`config.mk`:
```
export PLATFORM = sky130hd
export DESIGN_NAME = expand_ones
export DESIGN_NICKNAME = d
export VERILOG_FILES = /design/src/rtl/expand_ones_pkg.sv /design/src/rtl/expand_ones.sv
export SDC_FILE = /design/constraint.sdc
export NUM_CORES = 1
export LEC_CHECK = 0
export ABC_AREA = 1
export CORE_AREA = 2 2 39 41
export CTS_CLUSTER_DIAMETER = 30
export DETAILED_ROUTE_END_ITERATION = 12
export DIE_AREA = 0 0 41 43
export GPL_ROUTABILITY_DRIVEN = 0
export PLACE_DENSITY = 0.54
export SLEW_MARGIN = 25
export SYNTH_ARGS = -nofsm -noshare
export SYNTH_HDL_FRONTEND = slang
export SYNTH_SLANG_ARGS = --single-unit
```
`constraint.sdc`:
```
create_clock -name clk -period 0.8 [get_ports clk]
set_input_delay 0.16 -clock clk [delete_from_list [all_inputs] [get_ports clk]]
set_output_delay 0.16 -clock clk [all_outputs]
set_load 0.01 [all_outputs]
```
`src/rtl/expand_ones_pkg.sv`:
```
// +----------------------------------------------------------------------+
// | expand_ones_pkg : shared thermometer-mask helpers for allocators      |
// | Rev 1.0 - initial release                                             |
// +----------------------------------------------------------------------+
`default_nettype none

package expand_ones_pkg;

  // Widest mask any allocator may request from thermo_mask.
  localparam int unsigned THERMO_MAX_W = 64;

  typedef logic [THERMO_MAX_W-1:0] thermo_mask_t;

  // Single comparator: bit idx of a thermometer mask for the given count.
  function automatic logic thermo_bit(input logic [31:0] count, input logic [31:0] idx);
    return count > idx;
  endfunction

  // Full mask with the low min(count, w) bits set; callers slice to their width.
  function automatic thermo_mask_t thermo_mask(input logic [31:0] count, input logic [31:0] w);
    thermo_mask_t m;
    m = '0;
    for (int unsigned i = 0; i < THERMO_MAX_W; i++) begin
      m[i] = (w > 32'(i)) && thermo_bit(count, 32'(i));
    end
    return m;
  endfunction

endpackage

`default_nettype wire

```
`src/rtl/expand_ones.sv`:
```
// +----------------------------------------------------------------------+
// | expand_ones : count-to-mask (thermometer) expander with a registered  |
// |               copy of the mask for timing-critical consumers          |
// | Rev 1.0 - initial release                                             |
// +----------------------------------------------------------------------+
`default_nettype none

module expand_ones
  import expand_ones_pkg::*;
#(
  parameter int WIDTH = 8
) (
  input  logic                       clk,
  input  logic                       rst,
  input  logic [$clog2(WIDTH):0]     data_in,
  output logic [WIDTH-1:0]           data_out,
  output logic [WIDTH-1:0]           data_out_q,
  output logic                       overflow
);

  logic [31:0]      w_count;
  logic [WIDTH-1:0] w_mask;

  assign w_count = 32'(data_in);

  // Per-bit comparators saturate naturally: any count >= WIDTH lights every bit.
  for (genvar i = 0; i < WIDTH; i++) begin : g_bit
    assign w_mask[i] = thermo_bit(w_count, 32'(i));
  end

  always_comb begin
    data_out = w_mask;
    overflow = w_count > 32'(WIDTH);
  end

  always_ff @(posedge clk) begin
    if (rst) begin
      data_out_q <= '0;
    end else begin
      data_out_q <= w_mask;
    end
  end

endmodule

`default_nettype wire

```
Yosys cells after proc, flatten, opt, wreduce, memory -nomap -nowiden
Cells that the tools add are included.
{"block": "word_totals", "regBits": 8, "output_inout_bits": 17, "wordCells": 10}
{"block": "op_classes", "order_cmp": 9}
{"op": "> comparator 4 x 3 -> 1 bit (second input constant)", "n": 4}
{"op": "> comparator 4 x 1 -> 1 bit (second input constant)", "n": 2}
{"op": "> comparator 4 x 2 -> 1 bit (second input constant)", "n": 2}
{"op": "> comparator 4 bit (second input constant)", "n": 1}

Depth between registers and ports, before layout
{"block": "logic_depth", "depth_word": 1, "depth_mapped": 5}

Least setup slack after synthesis
Ideal clock, no wire load.
{"block": "synth_timing", "path_type": "input-to-output", "start": "in data_in[2]", "end": "out data_out[4]", "required_ns": 0.640, "arrival_ns": 0.585, "path_buffers": 1, "path_slack_ns": 0.055, "path_stages": 5, "path_cell_list": "nor2_2 -> buf_6 -> inv_4 -> nand2_2 -> inv_1"}
{"block": "synth_via", "elab_chain_cells": 1}
{"item": "from (decl)", "line": "expand_ones.sv:15", "source": "input logic [$clog2(WIDTH):0] data_in,"}
{"item": "> comparator 4 x 3 -> 1 bit", "line": "expand_ones_pkg.sv:16", "source": "return count > idx;"}
{"item": "to (decl)", "line": "expand_ones.sv:16", "source": "output logic [WIDTH-1:0] data_out,"}
Every way passes these cells.

Worst setup path in the final report
Ends and elaborated chain as after synthesis.

==> impl_metrics.env <==
export IMPL_crit_fanout=5
export IMPL_gr_total_overflow=0
export IMPL_critPathMaxStageDelay_ns=0.13
export IMPL_grt_max_degree=7
export IMPL_syn_to_final_growth_pct=122.7
export IMPL_cts_root_buffer="clkbuf_4"
export IMPL_worstPathRequired_ns=0.64
export IMPL_clk_pin_slew_ns=0.06
export IMPL_fmax_mhz=1116
export IMPL_violations="negative setup slack"
export IMPL_path_cells="buf_6 > nor2_4 > buf_12 > inv_4 > nand2_4 > inv_2 > buf_6"
export IMPL_rsz0062_at_grt="true"
export IMPL_yosys_warnings=0
export IMPL_p_switching_w=0.0002692
export IMPL_grt_pass1_vias=301
export IMPL_port_buffers=22
export IMPL_synth_nets=43
export IMPL_slowest_stage="nor2_4"
export IMPL_power_share_clock_pct=29.9
export IMPL_synthesis_area_um2=297.8
export IMPL_io_pins=23
export IMPL_p_int_w=0.0007579
export IMPL_largest_register_ffs=8
export IMPL_cp_end_kind="primary output"
export IMPL_hold_buffers=0
export IMPL_p_comb_share_pct=27.7
export IMPL_largestRegisters="data_out_q x8"
export IMPL_drv_cap=0
export IMPL_cts_tree="built"
export IMPL_ir_worst_vdd_uv=826.2
export IMPL_die_w_um=41
export IMPL_cp_num_buf_inv=5
export IMPL_slew_headroom_pct=90.57
export IMPL_setup_violations=15
export IMPL_first_pass_iters=2
export IMPL_routed_wl_um=853
export IMPL_viasPerCell=3.920
export IMPL_startpoint="data_in[2]"
export IMPL_setup_ws_ns=-0.09608
export IMPL_synth_cell_types=12
export IMPL_hold_start="data_in[1]"
export IMPL_post_dp_hpwl_um=611.3
export IMPL_p_sw_share_pct=26.21
export IMPL_cts_sink_count=8
export IMPL_worstHoldPathType="in2reg"
export IMPL_dp_slack_ns=-0.9068
export IMPL_cp_common_cell="buf_6"
export IMPL_initial_utilization_pct=21.52
export IMPL_nets=79
export IMPL_dieArea_um2=1763
export IMPL_gr_usage_all_layers_pct=10.84
export IMPL_min_to="data_out_q[1]"
export IMPL_drive_above_1_share_pct=70.42
export IMPL_htreeDepth=1
export IMPL_crit_type="in2out"
export IMPL_vias=341
export IMPL_post_route_period_util_pct=112.0
export IMPL_core_area_um2=1384
export IMPL_regMostFlops="data_out_q"
export IMPL_drt_iter0_drc=1
export IMPL_hold_viol=0
export IMPL_ys_ff_latch=8
export IMPL_hold_ws_ns=0.1950
export IMPL_arrival_ns=0.74
export IMPL_clock_path_buffers=2
export IMPL_antenna_found_initial=0
export IMPL_cts_made_buffers=3
export IMPL_worstHoldPathCells=3
export IMPL_p_seq_share_pct=42.3
export IMPL_syn_avg_cell_area_um2=8.048
export IMPL_startpoint_type="primary input"
export IMPL_finalSetupTns_ns=-0.5979
export IMPL_netlist_instances=37
export IMPL_drc=0
export IMPL_p_leak_nw=0.3278
export IMPL_cp_top_family="buffers and inverters"
export IMPL_grt_pass1_wl_um=1311
export IMPL_antenna_left=0
export IMPL_period_needed_ns=0.8961
export IMPL_slew_viol_final=0
export IMPL_diodes=0
export IMPL_worstMarginPinSlew_ns=0.1404
export IMPL_yosysSeqAreaShare_pct=53.78
export IMPL_die_height_um=43
export IMPL_power_density_nw_per_um2=1549
export IMPL_rows=14
export IMPL_status="finished with violations"
export IMPL_routedWlPerCell_um=9.805
[how the worst max path moves through the flow]
| stage | endpoint | slack [ns] | cells after the start |
|---|---|---|---|
| floorplan | data_out[4] | 0.05 | 5 |
| global placement | data_out[4] | -0.91 | 7 |
| detailed placement | data_out[4] | -0.91 | 7 |
| CTS | data_out[4] | -0.12 | 7 |
| global route | data_out[4] | -0.13 | 7 |
| finish | data_out[4] | -0.1 | 7 |
[layout by cell type, fill, tap and decap left out, types with 2 or more instances in the layout]
| cell | netlist | layout |
|---|---|---|
| buf_6 | 1 | 11 |
| buf_4 | 0 | 9 |
| buf_2 | 0 | 9 |
| dfxtp_1 | 8 | 5 |
| nor2_1 | 6 | 4 |
| nor2_4 | 0 | 3 |
| nand2_2 | 1 | 3 |
| inv_1 | 5 | 3 |
| a21oi_1 | 5 | 3 |
| clkbuf_4 | 0 | 3 |
| dfxtp_2 | 0 | 3 |
| inv_4 | 1 | 2 |
| nand2_1 | 5 | 2 |
| a21oi_2 | 0 | 2 |
[repair_timing]
action | in CTS | in global routing
gates resized for setup | 92 | 26
buffers inserted | 1 | 2
endpoints found under the setup margin | 24 | 16
pin swaps | 5 | 3
[cell usage after synthesis]
master / n / share of area (%)
a21oi_1: 5 / 8.4
and2b_1: 1 / 2.5
buf_6: 1 / 3.8
clkbuf_1: 1 / 1.3
dfxtp_1: 8 / 54
inv_1: 5 / 6.3
inv_4: 1 / 2.1
nand2_1: 5 / 6.3
nand2_2: 1 / 2.1
nor2_1: 6 / 7.6
nor2_2: 2 / 4.2
nor3_1: 1 / 1.7
[per-stage QoR]
stage	instance area, um2	total power [W]	instances	utilization, %
finish	663.1	0.001027	87	47.92
global route	663.1	0.001091	87	47.92
CTS	561.8	0.0009830	85	40.60
detailed placement	595.6	0.0007038	81	43.04
global placement	595.6	0.0007036	81	43.04
floorplan	297.8	0.0005263	37	-
[power groups by stage]
stage | clock network, W | registers (W) | logic [W]
floorplan | 0 | 0.000455 | 0.0000714
detailed placement | 0 | 0.000440 | 0.000263
global placement | 0 | 0.000440 | 0.000264
CTS | 0.000322 | 0.000431 | 0.000230
finish | 0.000307 | 0.000435 | 0.000285
global route | 0.000347 | 0.000437 | 0.000307
[logic make-up (layout without fill, tap and decap cells)]
family	after synthesis	after routing	share of synthesized area (%)
compound gates	5	5	8.402
simple gates	16	16	24.37
buf+inv	8	42	13.45
flops	8	8	53.78
[layer usage]
metal | track usage (%) | vias to the layer above | part of all wire (%)
met2 | 15.63 | 10 | 52
met3 | 3.141 | 2 | 3.6
met5 | 0 | - | 0
met1 | 13.83 | 150 | 42
met4 | 6.000 | 0 | 2.2
li1 | - | 179 | -
[area by class of cell]
type | count | area, um2
flip-flops and latches | 8 | 163.9
inverters | 6 | 27.53
repair buffers | 33 | 291.5
fillers | 142 | 720.7
clock buffers | 3 | 22.52
well taps | 16 | 20.02
multi-input cells | 21 | 137.6
Note: power is estimated with default switching activity, not from simulation.
